===== src/rtl/hazard_stall_ctrl_pkg.sv =====
// Shared CPU definitions for the pipeline hazard/stall controller.
//   REG_AW      : register index width
//   WD_*        : writeback-select encodings carried down the pipe
//   ST_*        : controller state encodings
//   ctrl_t      : bundle of pipeline stall/flush controls
//   load_use_hit: load in EX feeding a source operand of the ID instruction
package hazard_stall_ctrl_pkg;

  localparam int unsigned REG_AW = 5;

  localparam logic [1:0] WD_ALU  = 2'b00;
  localparam logic [1:0] WD_LOAD = 2'b01;
  localparam logic [1:0] WD_PC4  = 2'b10;
  localparam logic [1:0] WD_IMM  = 2'b11;

  localparam logic ST_RUN      = 1'b0;
  localparam logic ST_MEM_WAIT = 1'b1;

  typedef struct packed {
    logic pc_stall;
    logic ifid_stall;
    logic ifid_flush;
    logic idex_flush;
    logic exmem_stall;
  } ctrl_t;

  // x0 is hardwired to zero, so a load targeting it never creates a hazard.
  function automatic logic load_use_hit(
    input logic [1:0]        ex_wdsel,
    input logic [REG_AW-1:0] ex_wr,
    input logic              ex_we,
    input logic [REG_AW-1:0] id_rr1,
    input logic              id_re1,
    input logic [REG_AW-1:0] id_rr2,
    input logic              id_re2
  );
    logic w_src_match;
    w_src_match = (id_re1 && (id_rr1 == ex_wr)) || (id_re2 && (id_rr2 == ex_wr));
    return ex_we && (ex_wdsel == WD_LOAD) && (ex_wr != REG_AW'(0)) && w_src_match;
  endfunction

endpackage


===== src/rtl/hazard_stall_ctrl_if.sv =====
// Pipeline-side bundle for hazard_stall_ctrl.
//   ID_* / EX_*      : operand and destination info from the ID and EX stages
//   dmem_req/ready   : data memory handshake of the MEM stage
//   *_stall/*_flush  : pipeline register controls returned by the controller
//   lu_cnt / mw_cnt  : load-use bubble and memory-wait performance counters
// master = pipeline (drives stage info), slave = controller.
interface hazard_stall_ctrl_if #(
  parameter int unsigned CNT_W = 32
);
  import hazard_stall_ctrl_pkg::*;

  logic [REG_AW-1:0] ID_rR1;
  logic [REG_AW-1:0] ID_rR2;
  logic              ID_re1;
  logic              ID_re2;
  logic [1:0]        EX_WDSel;
  logic [REG_AW-1:0] EX_wR;
  logic              EX_we;
  logic              EX_br_taken;
  logic              dmem_req;
  logic              dmem_ready;
  logic              PC_stall;
  logic              IFID_stall;
  logic              IFID_flush;
  logic              IDEX_flush;
  logic              EXMEM_stall;
  logic [CNT_W-1:0]  lu_cnt;
  logic [CNT_W-1:0]  mw_cnt;

  modport master (
    output ID_rR1, ID_rR2, ID_re1, ID_re2,
    output EX_WDSel, EX_wR, EX_we, EX_br_taken,
    output dmem_req, dmem_ready,
    input  PC_stall, IFID_stall, IFID_flush, IDEX_flush, EXMEM_stall,
    input  lu_cnt, mw_cnt
  );

  modport slave (
    input  ID_rR1, ID_rR2, ID_re1, ID_re2,
    input  EX_WDSel, EX_wR, EX_we, EX_br_taken,
    input  dmem_req, dmem_ready,
    output PC_stall, IFID_stall, IFID_flush, IDEX_flush, EXMEM_stall,
    output lu_cnt, mw_cnt
  );

endinterface


===== src/rtl/hazard_stall_ctrl_sat_counter.sv =====
// Saturating event counter: counts cycles with inc high, sticks at all-ones.
//   clk, rst_n : clock and asynchronous active-low reset
//   inc        : count enable for this cycle
//   cnt        : current count
module sat_counter #(
  parameter int unsigned CNT_W = 32
) (
  input  logic             clk,
  input  logic             rst_n,
  input  logic             inc,
  output logic [CNT_W-1:0] cnt
);

  logic [CNT_W-1:0] r_cnt;

  always_ff @(posedge clk or negedge rst_n) begin
    if (!rst_n) begin
      r_cnt <= '0;
    end else if (inc && (r_cnt != {CNT_W{1'b1}})) begin
      r_cnt <= r_cnt + CNT_W'(1);
    end
  end

  assign cnt = r_cnt;

endmodule


===== src/rtl/hazard_stall_ctrl.sv =====
// Load-use / memory-wait stall controller for the 5-stage pipeline.
// Inserts one bubble for a load-use hazard, freezes the pipe while data
// memory is busy, and arbitrates branch flushes against both, replaying a
// flush that arrived on the cycle the freeze began.
//   clk, rst_n : clock and asynchronous active-low reset
//   bus        : stage info in, stall/flush controls and perf counters out
// Controls are combinational (same-cycle response); only the state,
// the pending-flush flag and the counters are registered.
module hazard_stall_ctrl
  import hazard_stall_ctrl_pkg::*;
#(
  parameter int unsigned CNT_W = 32
) (
  input logic                clk,
  input logic                rst_n,
  hazard_stall_ctrl_if.slave bus
);

  logic  r_state;
  logic  r_flush_pend;
  logic  w_state_nxt;
  logic  w_flush_pend_nxt;
  logic  w_lu_hit;
  logic  w_mw;
  logic  w_lu_inc;
  logic  w_mw_inc;
  ctrl_t w_ctrl;

  assign w_lu_hit = load_use_hit(bus.EX_WDSel, bus.EX_wR, bus.EX_we,
                                 bus.ID_rR1, bus.ID_re1, bus.ID_rR2, bus.ID_re2);
  assign w_mw     = bus.dmem_req && !bus.dmem_ready;

  // State register.
  always_ff @(posedge clk or negedge rst_n) begin
    if (!rst_n) begin
      r_state      <= ST_RUN;
      r_flush_pend <= 1'b0;
    end else begin
      r_state      <= w_state_nxt;
      r_flush_pend <= w_flush_pend_nxt;
    end
  end

  // Next state; a taken branch seen on freeze entry is remembered for release.
  always_comb begin
    w_state_nxt      = r_state;
    w_flush_pend_nxt = r_flush_pend;
    case (r_state)
      ST_RUN: begin
        if (w_mw) begin
          w_state_nxt      = ST_MEM_WAIT;
          w_flush_pend_nxt = bus.EX_br_taken;
        end
      end
      ST_MEM_WAIT: begin
        if (!w_mw) begin
          w_state_nxt      = ST_RUN;
          w_flush_pend_nxt = 1'b0;
        end
      end
      default: begin
        w_state_nxt      = ST_RUN;
        w_flush_pend_nxt = 1'b0;
      end
    endcase
  end

  // Pipeline controls and counter strobes; all forced low during reset.
  always_comb begin
    w_ctrl   = '0;
    w_lu_inc = 1'b0;
    w_mw_inc = 1'b0;
    if (rst_n) begin
      case (r_state)
        ST_RUN: begin
          if (w_mw) begin
            w_ctrl.pc_stall    = 1'b1;
            w_ctrl.ifid_stall  = 1'b1;
            w_ctrl.exmem_stall = 1'b1;
            w_mw_inc           = 1'b1;
          end else if (bus.EX_br_taken) begin
            // ID instruction is squashed, so a load-use hit is moot.
            w_ctrl.ifid_flush  = 1'b1;
            w_ctrl.idex_flush  = 1'b1;
          end else if (w_lu_hit) begin
            w_ctrl.pc_stall    = 1'b1;
            w_ctrl.ifid_stall  = 1'b1;
            w_ctrl.idex_flush  = 1'b1;
            w_lu_inc           = 1'b1;
          end
        end
        ST_MEM_WAIT: begin
          if (w_mw) begin
            w_ctrl.pc_stall    = 1'b1;
            w_ctrl.ifid_stall  = 1'b1;
            w_ctrl.exmem_stall = 1'b1;
            w_mw_inc           = 1'b1;
          end else if (r_flush_pend) begin
            w_ctrl.ifid_flush  = 1'b1;
            w_ctrl.idex_flush  = 1'b1;
          end else if (w_lu_hit) begin
            w_ctrl.pc_stall    = 1'b1;
            w_ctrl.ifid_stall  = 1'b1;
            w_ctrl.idex_flush  = 1'b1;
            w_lu_inc           = 1'b1;
          end
        end
        default: w_ctrl = '0;
      endcase
    end
  end

  assign bus.PC_stall    = w_ctrl.pc_stall;
  assign bus.IFID_stall  = w_ctrl.ifid_stall;
  assign bus.IFID_flush  = w_ctrl.ifid_flush;
  assign bus.IDEX_flush  = w_ctrl.idex_flush;
  assign bus.EXMEM_stall = w_ctrl.exmem_stall;

  sat_counter #(.CNT_W(CNT_W)) u_lu_cnt (
    .clk   (clk),
    .rst_n (rst_n),
    .inc   (w_lu_inc),
    .cnt   (bus.lu_cnt)
  );

  sat_counter #(.CNT_W(CNT_W)) u_mw_cnt (
    .clk   (clk),
    .rst_n (rst_n),
    .inc   (w_mw_inc),
    .cnt   (bus.mw_cnt)
  );

endmodule


===== src/flat_wrapper.sv =====
// flat-port wrapper written by rule: the top's interface ports become plain ports
module hazard_stall_ctrl_flat import hazard_stall_ctrl_pkg::*;
#(
  parameter int unsigned CNT_W = 32
)
  (clk, rst_n, bus_ID_rR1, bus_ID_rR2, bus_ID_re1, bus_ID_re2, bus_EX_WDSel, bus_EX_wR, bus_EX_we, bus_EX_br_taken, bus_dmem_req, bus_dmem_ready, bus_PC_stall, bus_IFID_stall, bus_IFID_flush, bus_IDEX_flush, bus_EXMEM_stall, bus_lu_cnt, bus_mw_cnt);
  hazard_stall_ctrl_if #(.CNT_W(CNT_W)) bus_i ();
  input logic clk;
  input logic rst_n;
  input wire logic [$bits(bus_i.ID_rR1)-1:0] bus_ID_rR1;
  input wire logic [$bits(bus_i.ID_rR2)-1:0] bus_ID_rR2;
  input wire logic [$bits(bus_i.ID_re1)-1:0] bus_ID_re1;
  input wire logic [$bits(bus_i.ID_re2)-1:0] bus_ID_re2;
  input wire logic [$bits(bus_i.EX_WDSel)-1:0] bus_EX_WDSel;
  input wire logic [$bits(bus_i.EX_wR)-1:0] bus_EX_wR;
  input wire logic [$bits(bus_i.EX_we)-1:0] bus_EX_we;
  input wire logic [$bits(bus_i.EX_br_taken)-1:0] bus_EX_br_taken;
  input wire logic [$bits(bus_i.dmem_req)-1:0] bus_dmem_req;
  input wire logic [$bits(bus_i.dmem_ready)-1:0] bus_dmem_ready;
  output wire logic [$bits(bus_i.PC_stall)-1:0] bus_PC_stall;
  output wire logic [$bits(bus_i.IFID_stall)-1:0] bus_IFID_stall;
  output wire logic [$bits(bus_i.IFID_flush)-1:0] bus_IFID_flush;
  output wire logic [$bits(bus_i.IDEX_flush)-1:0] bus_IDEX_flush;
  output wire logic [$bits(bus_i.EXMEM_stall)-1:0] bus_EXMEM_stall;
  output wire logic [$bits(bus_i.lu_cnt)-1:0] bus_lu_cnt;
  output wire logic [$bits(bus_i.mw_cnt)-1:0] bus_mw_cnt;
  assign bus_i.ID_rR1 = bus_ID_rR1;
  assign bus_i.ID_rR2 = bus_ID_rR2;
  assign bus_i.ID_re1 = bus_ID_re1;
  assign bus_i.ID_re2 = bus_ID_re2;
  assign bus_i.EX_WDSel = bus_EX_WDSel;
  assign bus_i.EX_wR = bus_EX_wR;
  assign bus_i.EX_we = bus_EX_we;
  assign bus_i.EX_br_taken = bus_EX_br_taken;
  assign bus_i.dmem_req = bus_dmem_req;
  assign bus_i.dmem_ready = bus_dmem_ready;
  assign bus_PC_stall = bus_i.PC_stall;
  assign bus_IFID_stall = bus_i.IFID_stall;
  assign bus_IFID_flush = bus_i.IFID_flush;
  assign bus_IDEX_flush = bus_i.IDEX_flush;
  assign bus_EXMEM_stall = bus_i.EXMEM_stall;
  assign bus_lu_cnt = bus_i.lu_cnt;
  assign bus_mw_cnt = bus_i.mw_cnt;
  hazard_stall_ctrl #(.CNT_W(CNT_W)) u_core (.clk(clk), .rst_n(rst_n), .bus(bus_i));
endmodule

===== config.mk =====
export PLATFORM = sky130hd
export DESIGN_NAME = hazard_stall_ctrl_flat
export DESIGN_NICKNAME = d
export VERILOG_FILES = /design/src/rtl/hazard_stall_ctrl_pkg.sv /design/src/rtl/hazard_stall_ctrl_if.sv /design/src/rtl/hazard_stall_ctrl_sat_counter.sv /design/src/rtl/hazard_stall_ctrl.sv /design/src/flat_wrapper.sv
export SDC_FILE = /design/constraint.sdc
export NUM_CORES = 1
export LEC_CHECK = 0
export BUFFER_PORTS_ARGS = -buffer_cell sky130_fd_sc_hd__buf_4
export CAP_MARGIN = 10
export CORE_MARGIN = 2
export CORE_UTILIZATION = 52
export CTS_CLUSTER_SIZE = 14
export DETAILED_ROUTE_END_ITERATION = 10
export GPL_ROUTABILITY_DRIVEN = 0
export HOLD_SLACK_MARGIN = 0.05
export PLACE_DENSITY = 0.85
export SETUP_SLACK_MARGIN = 0.5
export SLEW_MARGIN = 20
export SYNTH_ARGS = -nofsm -noshare
export SYNTH_HDL_FRONTEND = slang
export SYNTH_SLANG_ARGS = --single-unit

===== constraint.sdc =====
create_clock -name clk -period 2.26 [get_ports clk]
set_input_delay 0.452 -clock clk [delete_from_list [all_inputs] [get_ports clk]]
set_output_delay 0.452 -clock clk [all_outputs]
set_load 0.02 [all_outputs]

# Yosys cells after proc, flatten, opt, wreduce, memory -nomap -nowiden
# Cells that the tools add are included.
# classes
add_sub_neg	2
reduce_logical	12
magnitude_cmp	0
mux	25
bitwise_logic	1
n_eq_ne	7
multipliers	0
div_mod_pow	0
n_shift	0
# ops
op	n
adder 32 x 1 -> 32 bit (second input constant)	2
!= test 32 bit (second input constant)	2
2-to-1 mux 1 bit	14
2-to-1 mux 2 bit	7
== test 5 bit	2
one-hot mux 5 bit (2 select lines)	1
logical AND 1 bit	8
2-to-1 mux 5 bit	1
nonzero test 5 bit	1
one-hot mux 1 bit (2 select lines)	2
== test 2 x 1 -> 1 bit (second input constant)	1
!= test 2 x 1 -> 1 bit (second input constant)	1
!= test 2 bit (second input constant)	1
AND reduction 2 bit	1
logical NOT 1 bit	1
logical OR 1 bit	1
NOT 1 bit	1
# word_totals
mem_bits_ro	0
in_bits	25
out_inout_bits	69
mem_bits_rw	0
reg_bits	66
latch_bits	0
memories	0

# Depth between registers and ports, before layout
# depth
ltp_word	10
ltp_mapped	8
depth_no_buf	8

# By module
# A second synthesis with hierarchy kept.
# unflattened
hier_cells	341
area_unflattened_um2	3543.4
# modules_own_cells
mod	seq_area_each_um2	cells_per_inst	area_per_inst_um2	instances
sat_counter	800.8	151	1624.1	2
hazard_stall_ctrl	50.0	39	295.3	1

# Least setup slack after synthesis
# OpenSTA, ideal clock, no wires.
# synth_path
path_type	register to register
start	register u_core.u_mw_cnt.r_cnt[18], in the netlist u_core.u_mw_cnt.cnt[18]
end	register u_core.u_mw_cnt.r_cnt[1], in the netlist u_core.u_mw_cnt.cnt[1]
arrival_time_ns	2.027
n_path_buf	0
t_required_ns	2.135
setup_slack_ns	0.108
setup_time_ns	0.125
stages_incl_launch_ff	6
cell_sequence	dfrtp_1 and3_1 or3b_2 nor4_2 nand2b_1 mux2_2
# synth_between
elab_chain_cells	2
# synth_lines
element	line	rtl
start: declaration	hazard_stall_ctrl_sat_counter.sv:14	logic [CNT_W-1:0] r_cnt;
start signal: assignment	hazard_stall_ctrl_sat_counter.sv:20	r_cnt <= r_cnt + CNT_W'(1);
!= test 32 bit	hazard_stall_ctrl_sat_counter.sv:19	end else if (inc && (r_cnt != {CNT_W{1'b1}})) begin
logical AND 1 bit	hazard_stall_ctrl_sat_counter.sv:19	
# No other way between the ends.
# A chain may end at the register's enable or synchronous reset.

# Worst setup path after layout
# layout_path
start	register u_core.r_state
end	register u_core.u_lu_cnt.r_cnt[15], in the netlist u_core.u_lu_cnt.cnt[15]
# layout_between
elab_chain_cells	4
# layout_lines
element	line	rtl
start: declaration	hazard_stall_ctrl.sv:19	logic r_state;
start signal: assignment	hazard_stall_ctrl.sv:39	r_state <= w_state_nxt;
NOT 1 bit	hazard_stall_ctrl.sv:74	case (r_state)
one-hot mux 1 bit (2 select lines) (*)	hazard_stall_ctrl.sv:74	
2-to-1 mux 1 bit (*)	hazard_stall_ctrl.sv:73	if (rst_n) begin
logical AND 1 bit (*)	hazard_stall_ctrl_sat_counter.sv:19	
end signal: assignment	hazard_stall_ctrl_sat_counter.sv:20	
end: declaration	hazard_stall_ctrl_sat_counter.sv:14	
# Every way passes the cells marked *; elsewhere a longest branch is shown, timed or not.

==> results.md <==
* Status: finished clean
* Std-Cell Rows at 29
* Worst EP arrival at approximately 2.5 ns
* Switching Share at 29.4%
* FF+latch count, synth at 66
* DR pass1 iterations at 5
* Max-slew violations at 0
* Top post-synthesis cells by area: dfrtp_1, xnor2_1, xor2_1, nand4_1, nand3_1
* Unique cell type count in the Yosys netlist at 41
* Pleak at around 2.6 nW
* DRT antenna net count at 0
* Grt ovf at 0
* Initial antenna violation count at 0
* Unrepaired setup endpoints after global routing: yes
* Final Hold Viols at 0
* Highest clock rate at about 0.45 GHz
* Core box area at 6280 µm²
* Fin cells at 562
* EDFF count, synth at 0
* Total track usage at approximately 28%
* Mean post-synth cell area at 10.6 µm²
* Vias in the first global route at 3119
* Critical Path RT at ~2.5 ns
* Synthesized cell area at roughly 3300 µm²
* Post-Synthesis Cells at 313
* Share of layout cells above drive strength 1 at roughly 60%
* Worst Skew at about 0.013 ns
* WHS at between 0.1 and 0.15 ns
* Num ports at 94
* Fin crit share at between 90 and 100%
* Setup CP Type: reg -> reg
* Average wire per standard cell at between 20 and 25 µm
* Worst VDD drop at 0.498 mV
* Filler cells at 288
* Final min period at approximately 2.2 ns
* Via Count at between 3000 and 4000
* PwrDens at approximately 520 nW/µm²
* Clock power share at about a third
* Drt drc at 0
* Pre-CTS setup slack at between 0.03 and 0.04 ns
* Combinational power share at around a fifth
* Clock tree sinks at 66
* Cell area after layout at between 5000 and 6000 µm²
* Post-synth top area share at between 40% and 50%
* DIE WIDTH at between 80 and 90 µm
* Clk slew on worst S/H paths at about 0.08 ns
* Startpoint class of the critical path: register
* Critical path peak fanout at 6
* P_sw at just over 0.8 mW
* Synth area leader: dfrtp_1
* Die Span Y at about 84 µm
* Cell with the most instances after synthesis: dfrtp_1
* Worst-Margin Slew at a little under 0.7 ns
* Dpl cells at 487
* Max clock buf depth at 2
* Total Wirelength at ~12000 µm
* Final #Nets at ~510
* TNS Setup at 0 ns
* Initial DRC count at a little under 300
* Post-synthesis sequential area ratio at between 40 and 50%
* HP Class: in -> async
* Via-to-Cell Ratio at ~6.0
* First-pass GRT wire length at approximately 16000 µm
* Syn. warnings at 0
* Worst skew pair latency at ~0.35 ns
* Detailed Place HPWL at about 6000 µm
* Starting density of the core at around 53%
* Largest net degree at the start of global routing at 54
* Total Power Consumption at roughly 2.8 mW
* Total CTS buffers at 9
* Port Buffers at just over 90
* Endpoint class of the critical path: register
* Total die area at just over 7000 µm²
* Ant. Diodes at 0
* Area Growth Syn to Fin at 63.5%
* Most common flop cell mapped by yosys: dfrtp_1
* Post-layout util at ~87%
* Syn_nets at 340
* Area after DPL at 4360 µm²
* Root Buffer: clkbuf_8
* FF-to-FF setup slack at about 0.06 ns
* Commonest cells in the synthesized netlist: dfrtp_1, xnor2_1, nand2_1, nand3_1, nand4_1
* CTS tree: yes
* Max-cap check violation count at 0
* Slew headroom at about 54%
* Pint at just under 2 mW
* Seq pwr share at ~46%
* Final Setup Violations at 0
* Async SR Flop Fraction at 100%
* Clock H-tree levels at 3
* Setup WS post-layout at 0.0599 ns
-- registers in the layout, summed over array words and instances (netlist names) --
name	cells
u_core.u_lu_cnt.cnt	32
u_core.u_mw_cnt.cnt	32
u_core.r_flush_pend	1
u_core.r_state	1
-- cell usage in the layout (no fill, tap or decap), types with 2 or more instances in the layout --
cell,netlist,routed
nor2_4,0,6
clkbuf_8,0,9
nand3_4,0,6
buf_8,0,3
xnor2_1,52,40
buf_4,1,143
or4_4,0,2
xor2_1,18,18
dfrtp_1,66,35
o21ai_0,4,2
nand3_1,27,11
nor2_1,17,4
dfrtp_2,0,31
and3_1,14,11
nor4_4,0,5
and3_4,0,3
clkinv_2,0,4
xnor2_2,0,12
nor2b_4,0,2
nand3b_1,2,2
buf_6,0,11
and2_1,3,3
nor3_1,6,3
nor2_2,0,7
nor3_4,1,5
nand2b_4,0,2
a21oi_1,3,2
nand4_1,23,23
and4_1,6,3
inv_1,4,2
nand2_2,0,5
nand3_2,1,11
and4_4,1,4
inv_2,0,2
nand2_1,28,23
-- power groups by stage --
stage,clock [mW],sequential (mW),combinational [mW]
floorplan,0,1.37,0.143
global placement,0,1.32,0.371
detailed placement,0,1.33,0.385
CTS,0.957,1.29,0.466
global route,1.05,1.31,0.558
finish,0.971,1.30,0.531
-- what timing repair did --
| item | 4_1_cts | 5_1_grt |
|---|---|---|
| resized for setup | 44 | 42 |
| hold buffers | 1 | 0 |
| buffers inserted | 46 | 12 |
| hold endpoints to repair | 5 | 0 |
| pin swaps | 36 | 35 |
| setup endpoints to repair | 60 | 67 |
-- worst max-delay path, stage by stage, from the launching register on --
cell     delay, ns
dfrtp_1       0.38
mux2i_2       0.30
o211a_4       0.22
buf_4         0.13
nand3_4       0.08
buf_6         0.14
nor4b_4       0.31
buf_6         0.21
nand3_4       0.10
xnor2_2       0.24
-- worst paths after layout --
| kind | from | endpoint | cells after the start |
|---|---|---|---|
| min reg2reg | u_core.u_lu_cnt.cnt[31] | u_core.u_lu_cnt.cnt[31] | 1 |
| min in group clk | bus_dmem_req | u_core.r_state | 3 |
| max | u_core.r_state | u_core.u_lu_cnt.cnt[15] | 9 |
| min | rst_n | u_core.u_lu_cnt.cnt[19] | 2 |
| max reg2reg | u_core.r_state | u_core.u_lu_cnt.cnt[15] | 9 |
| max in group asynchronous | rst_n | u_core.u_mw_cnt.cnt[13] | 2 |
-- cell families (layout without fill, tap and decap cells) --
logic type | after synthesis | after routing | share of synthesized area (%)
AND/OR/NAND/NOR | 152 | 152 | 26.4
XOR/XNOR | 70 | 70 | 18.5
flip-flops | 66 | 66 | 49.7
AO/OA/AOI/OAI | 12 | 12 | 2.45
buffers and inverters | 7 | 179 | 0.941
multiplexers | 4 | 4 | 1.28
adder cells (fa/ha/maj) | 2 | 2 | 0.753
-- layout make-up --
class / count / area (µm²) / area share, %
Timing Repair Buffer: 159 / 1270 / 23.4
Clock buffer: 10 / 128 / 2.35
Multi-Input combinational cell: 240 / 2170 / 40.0
Inverter: 4 / 15.0 / 0.276
Tap cell: 77 / 96.3 / 1.77
Sequential cell: 66 / 1690 / 31.1
Clock inverter: 6 / 57.6 / 1.06
-- metal layers --
layer / up-vias / routed length [µm] / track usage [%]
met3: 41 / 808 / 3.96
met1: 1694 / 4570 / 38.0
met2: 206 / 5990 / 47.2
li1: 1444 / - / -
met5: - / 0 / 0
met4: 0 / 412 / 10.4
Power figures use the tool's default switching activity.
